File: src/rtl/ext_in_cntrl_pkg.sv
// Shared opcode constants for the execute-stage control blocks.
// Also holds the IN request decode used by the external input port.
package ext_in_cntrl_pkg;

  localparam int unsigned OP_W = 4;

  localparam logic [OP_W-1:0] OP_NOP   = 4'h0;
  localparam logic [OP_W-1:0] OP_ADD   = 4'h1;
  localparam logic [OP_W-1:0] OP_SUB   = 4'h2;
  localparam logic [OP_W-1:0] OP_AND   = 4'h3;
  localparam logic [OP_W-1:0] OP_OR    = 4'h4;
  localparam logic [OP_W-1:0] OP_XOR   = 4'h5;
  localparam logic [OP_W-1:0] OP_OUT   = 4'h6;
  localparam logic [OP_W-1:0] OP_IN    = 4'h7;
  localparam logic [OP_W-1:0] OP_LDI   = 4'h8;
  localparam logic [OP_W-1:0] OP_MOV   = 4'h9;
  localparam logic [OP_W-1:0] OP_JMP   = 4'ha;
  localparam logic [OP_W-1:0] OP_JZ    = 4'hb;
  localparam logic [OP_W-1:0] OP_CMP   = 4'hc;
  localparam logic [OP_W-1:0] OP_LOAD  = 4'hd;
  localparam logic [OP_W-1:0] OP_STORE = 4'he;
  localparam logic [OP_W-1:0] OP_HALT  = 4'hf;

  // A real (non-bubble) IN instruction sits in EXE.
  function automatic logic is_in_req(input logic ins_valid, input logic [OP_W-1:0] op);
    return ins_valid && (op == OP_IN);
  endfunction

endpackage

File: src/rtl/ext_in_cntrl_byte_fifo.sv
// Parameterised synchronous FIFO with show-ahead read.
// Push is ignored when full, pop is ignored when empty.
module byte_fifo #(
  parameter int unsigned DEPTH = 4,
  parameter int unsigned WIDTH = 8
) (
  input  logic                     clk,
  input  logic                     rst,
  input  logic                     i_push,
  input  logic [WIDTH-1:0]         i_wr_data,
  input  logic                     i_pop,
  output logic [WIDTH-1:0]         o_rd_data,
  output logic                     o_full,
  output logic                     o_empty,
  output logic [$clog2(DEPTH):0]   o_count
);

  localparam int unsigned PTR_W = $clog2(DEPTH);
  localparam int unsigned CNT_W = PTR_W + 1;

  logic [WIDTH-1:0] r_mem [DEPTH];
  logic [PTR_W-1:0] r_wr_ptr;
  logic [PTR_W-1:0] r_rd_ptr;
  logic [CNT_W-1:0] r_count;
  logic             w_push;
  logic             w_pop;

  assign o_full  = (r_count == CNT_W'(DEPTH));
  assign o_empty = (r_count == '0);
  assign w_push  = i_push && !o_full;
  assign w_pop   = i_pop && !o_empty;

  // Pointers wrap naturally modulo DEPTH; count carries the extra bit.
  always_ff @(posedge clk or posedge rst) begin
    if (rst) begin
      r_mem    <= '{default: '0};
      r_wr_ptr <= '0;
      r_rd_ptr <= '0;
      r_count  <= '0;
    end else begin
      if (w_push) begin
        r_mem[r_wr_ptr] <= i_wr_data;
        r_wr_ptr        <= r_wr_ptr + PTR_W'(1);
      end
      if (w_pop) begin
        r_rd_ptr <= r_rd_ptr + PTR_W'(1);
      end
      case ({w_push, w_pop})
        2'b10:   r_count <= r_count + CNT_W'(1);
        2'b01:   r_count <= r_count - CNT_W'(1);
        default: r_count <= r_count;
      endcase
    end
  end

  assign o_rd_data = o_empty ? '0 : r_mem[r_rd_ptr];
  assign o_count   = r_count;

endmodule

File: src/rtl/ext_in_cntrl.sv
// External input port controller for the IN instruction: buffers producer
// bytes and supplies them to write-back, stalling IN on an empty buffer.
module ext_in_cntrl
  import ext_in_cntrl_pkg::*;
#(
  parameter int unsigned DEPTH = 4,
  parameter int unsigned WIDTH = 8
) (
  input  logic                   clk,
  input  logic                   rst,
  input  logic [WIDTH-1:0]       ext_data,
  input  logic                   ext_valid,
  output logic                   ext_ready,
  input  logic [OP_W-1:0]        op,
  input  logic                   ins_valid,
  output logic [WIDTH-1:0]       in_data,
  output logic                   stall,
  output logic [$clog2(DEPTH):0] count
);

  logic w_in_req;
  logic w_full;
  logic w_empty;
  logic w_push;
  logic w_pop;

  assign w_in_req  = is_in_req(ins_valid, op);
  // Ready depends only on occupancy and reset, never on the opcode.
  assign ext_ready = !w_full && !rst;
  assign w_push    = ext_valid && ext_ready;
  assign w_pop     = w_in_req && !w_empty;
  assign stall     = w_in_req && w_empty;

  byte_fifo #(
    .DEPTH (DEPTH),
    .WIDTH (WIDTH)
  ) u_fifo (
    .clk       (clk),
    .rst       (rst),
    .i_push    (w_push),
    .i_wr_data (ext_data),
    .i_pop     (w_pop),
    .o_rd_data (in_data),
    .o_full    (w_full),
    .o_empty   (w_empty),
    .o_count   (count)
  );

endmodule

File: config.mk
export PLATFORM = sky130hd
export DESIGN_NAME = ext_in_cntrl
export DESIGN_NICKNAME = d
export VERILOG_FILES = /design/src/rtl/ext_in_cntrl_pkg.sv /design/src/rtl/ext_in_cntrl_byte_fifo.sv /design/src/rtl/ext_in_cntrl.sv
export SDC_FILE = /design/constraint.sdc
export NUM_CORES = 1
export LEC_CHECK = 0
export ABC_AREA = 1
export CORE_UTILIZATION = 27
export CTS_CLUSTER_DIAMETER = 30
export DETAILED_ROUTE_END_ITERATION = 8
export PLACE_DENSITY = 0.45
export SETUP_SLACK_MARGIN = 0.05
export SLEW_MARGIN = 10
export SYNTH_ARGS = -nofsm -noshare
export SYNTH_HDL_FRONTEND = slang
export SYNTH_SLANG_ARGS = --single-unit
export TNS_END_PERCENT = 20
File: constraint.sdc
create_clock -name clk -period 4.85 [get_ports clk]
set_input_delay 0.7275 -clock clk [delete_from_list [all_inputs] [get_ports clk]]
set_output_delay 0.7275 -clock clk [all_outputs]
set_load 0.01 [all_outputs]
==> results.txt <==
Worst path required time = 4.12 ns
Largest cells by area after synthesis = dfrtp_1, nand2_1, nand4_1, nor2_1, o21ai_0
DR WL/cell = 15.3 µm
H-tree depth reported by CTS = 2
Hold EP = u_fifo.r_mem[6]
WL final = 5.84 mm
EDFF count, synth = 0
Largest family of logic cells by synthesized area = simple AND/OR/NAND/NOR gates
# diodes = 0
CTS clock-pin slew for the worst setup and hold paths = 0.08 ns
Core Region = 0.00737 mm²
Initial Utilization = 0.283
Antenna-violating nets left = 0
Routability congestion estimate = 0.716
Total GRT Usage = 0.157
Hold slack = 0.481 ns
Drt pass-1 iters = 4
Total CTS buffers = 5
Die width = 89.8 µm
Initial antenna violation count = 0
Largest net degree at the start of global routing = 40
Yosys reg bits = 39
Max-slew violations = 0
Final period util = 0.625
F_max = 0.330 GHz
Layout cells sized above 1 = 0.0674
Vias = 1802
Synth Cell Area = 0.00208 mm²
Hold-critical path depth = 2
Die height = 89.8 µm
Synth unique cells = 22
Simple-Gate Fraction of Synth Area = 0.338
Synth cell count leaders = nand2_1, dfrtp_1, nor2_1
PortBufs = 28
Vias in the first global route = 1801
R2R depth = 9
Area occupied by multi-input gates = 963 µm²
Fin crit period = 3.03 ns
# DRC = 0
Synth area leader = dfrtp_1
Mapped Cells = 257
Synth Net Count = 279
Reg2reg end = u_fifo.o_count[2]
Register area share after synthesis = 0.469
Clock Path Buffers = 2
First-pass GRT wire length = 9.80 mm
Crit start category = input port
CTS Hold Bufs = 0
Drt first-iter violations = 148
Setup TNS = 0 ns
RSZ-0062 raised after global routing = false
Fin area = 0.00254 mm²
Endpoints failing setup = 0
Fillers = 789
Clock skew = 0.0101 ns
Sequential Area = 976 µm²
Area growth syn-to-layout = 21.8%
Leakage power total = 0.00122 µW
Placed cell areas = 0.00242 mm²
Crit Path Max Fanout = 19
Warnings from Yosys = 0
Compound-cell area share of the yosys netlist = 0.0727
Synth Area in Adders = 0.0397
Ports = 29
Setup slack, reg-to-reg = 2.69 ns
Hold Startpoint = u_fifo.r_mem[6]
Synth top area share = 0.469
CTS Sinks = 39
Clock Tree Root = clkbuf_8
DIE AREA = 0.00807 mm²
Worst r2r src = u_fifo.o_count[1]
Worst Tran Pin Value = 0.574 ns
Final hold vios = 0
CP Capture Type = output port
Dpl hpwl = 3.62 mm
Avg Inst Size Synth = 8.10 µm²
Slew headroom = 0.617
Final nets = 303
Signal arrival time at the worst endpoint = 2.30 ns
Std cell rows = 31
Peak VDD IR = 0.230 mV
Xor-xnor portion of the synthesized cell area = 0.0126
Max Cap Viol = 0
Resized Gates After CTS = 0
# Post-CTS Setup Buffers = 0
Hold Crit Class = flip-flop to flip-flop
Mux contribution to synthesized area = 0
Gr ovfl total = 0
Main synth FF type = dfrtp_1
TritonCTS clock tree = built
Worst setup path class = input port to output port
Vias per cell = 4.73
Worst-Skew Late Latency = 0.30 ns
Fraction of registers with async set/reset = 1.00
Status = finished, final reports clean
Most frequent cell after synthesis = nand2_1
Power per cell area = 637 mW/mm²
critical path, stage by stage:
cell,delay (ns)
clkdlybuf4s50_1,0.47
a21oi_4,0.45
clkdlybuf4s50_1,0.65
report_power, final:
part,internal (µW),switching (µW),total [µW]
clock,167,127,293
sequential,475,106,581
combinational,316,425,740
total,958,657,1610
worst max path at each step:
stage,start,end,slack (ns),cells after the start
6_report,rst,ext_ready,1.82,3
5_1_grt,u_fifo.r_rd_ptr[1],in_data[4],1.69,5
4_1_cts,rst,ext_ready,1.80,3
3_5_place_dp,rst,ext_ready,1.80,3
3_3_place_gp,rst,ext_ready,1.80,3
2_1_floorplan,rst,u_fifo.r_mem[0],2.55,4
layout make-up:
class | instances | area share
Sequential cell | 39 | 0.385
Multi-Input combinational cell | 191 | 0.380
Timing Repair Buffer | 32 | 0.122
Tap cell | 99 | 0.0488
Clock buffer | 6 | 0.0326
Inverter | 12 | 0.0178
Clock inverter | 2 | 0.0138
metrics by stage:
stage | setup WS [ns] | utilization | power (µW) | cells
2_1_floorplan | 2.55 | - | 1040 | 257
3_3_place_gp | 1.80 | 0.328 | 1330 | 373
3_5_place_dp | 1.80 | 0.328 | 1330 | 373
4_1_cts | 1.80 | 0.344 | 1640 | 381
5_1_grt | 1.69 | 0.344 | 1760 | 381
6_report | 1.82 | 0.344 | 1610 | 381
layout by cell type, fill, tap and decap left out, types with 5 or more instances in the layout:
cell type | synthesis | final
clkbuf_8 | 0 | 6
inv_1 | 12 | 11
nand2_1 | 79 | 79
nor2_1 | 33 | 33
o21ai_0 | 18 | 18
ha_1 | 5 | 5
nand4_1 | 32 | 32
dfrtp_1 | 39 | 39
a21oi_1 | 9 | 9
clkdlybuf4s50_1 | 0 | 28
per-layer routing:
layer	wire, µm	part of all wire	global-route usage	vias up
met5	0	0	0	-
met4	85	0.015	0.0546	0
met3	401	0.069	0.0372	8
met2	2630	0.45	0.243	56
met1	2720	0.47	0.215	831
li1	-	-	-	907
cells by family after synthesis:
family / after synthesis
AO/OA/AOI/OAI: 28
XOR/XNOR: 3
adder cells (fa/ha/maj): 6
buffers and inverters: 27
flip-flops: 39
AND/OR/NAND/NOR: 154
state kept, by name (all words and copies together), names as in the netlist:
| signal | cells |
|---|---|
| u_fifo.r_rd_ptr | 2 |
| u_fifo.o_count | 3 |
| u_fifo.r_wr_ptr | 2 |
| u_fifo.r_mem | 32 |
No activity file was read; power rests on OpenSTA's default activity.
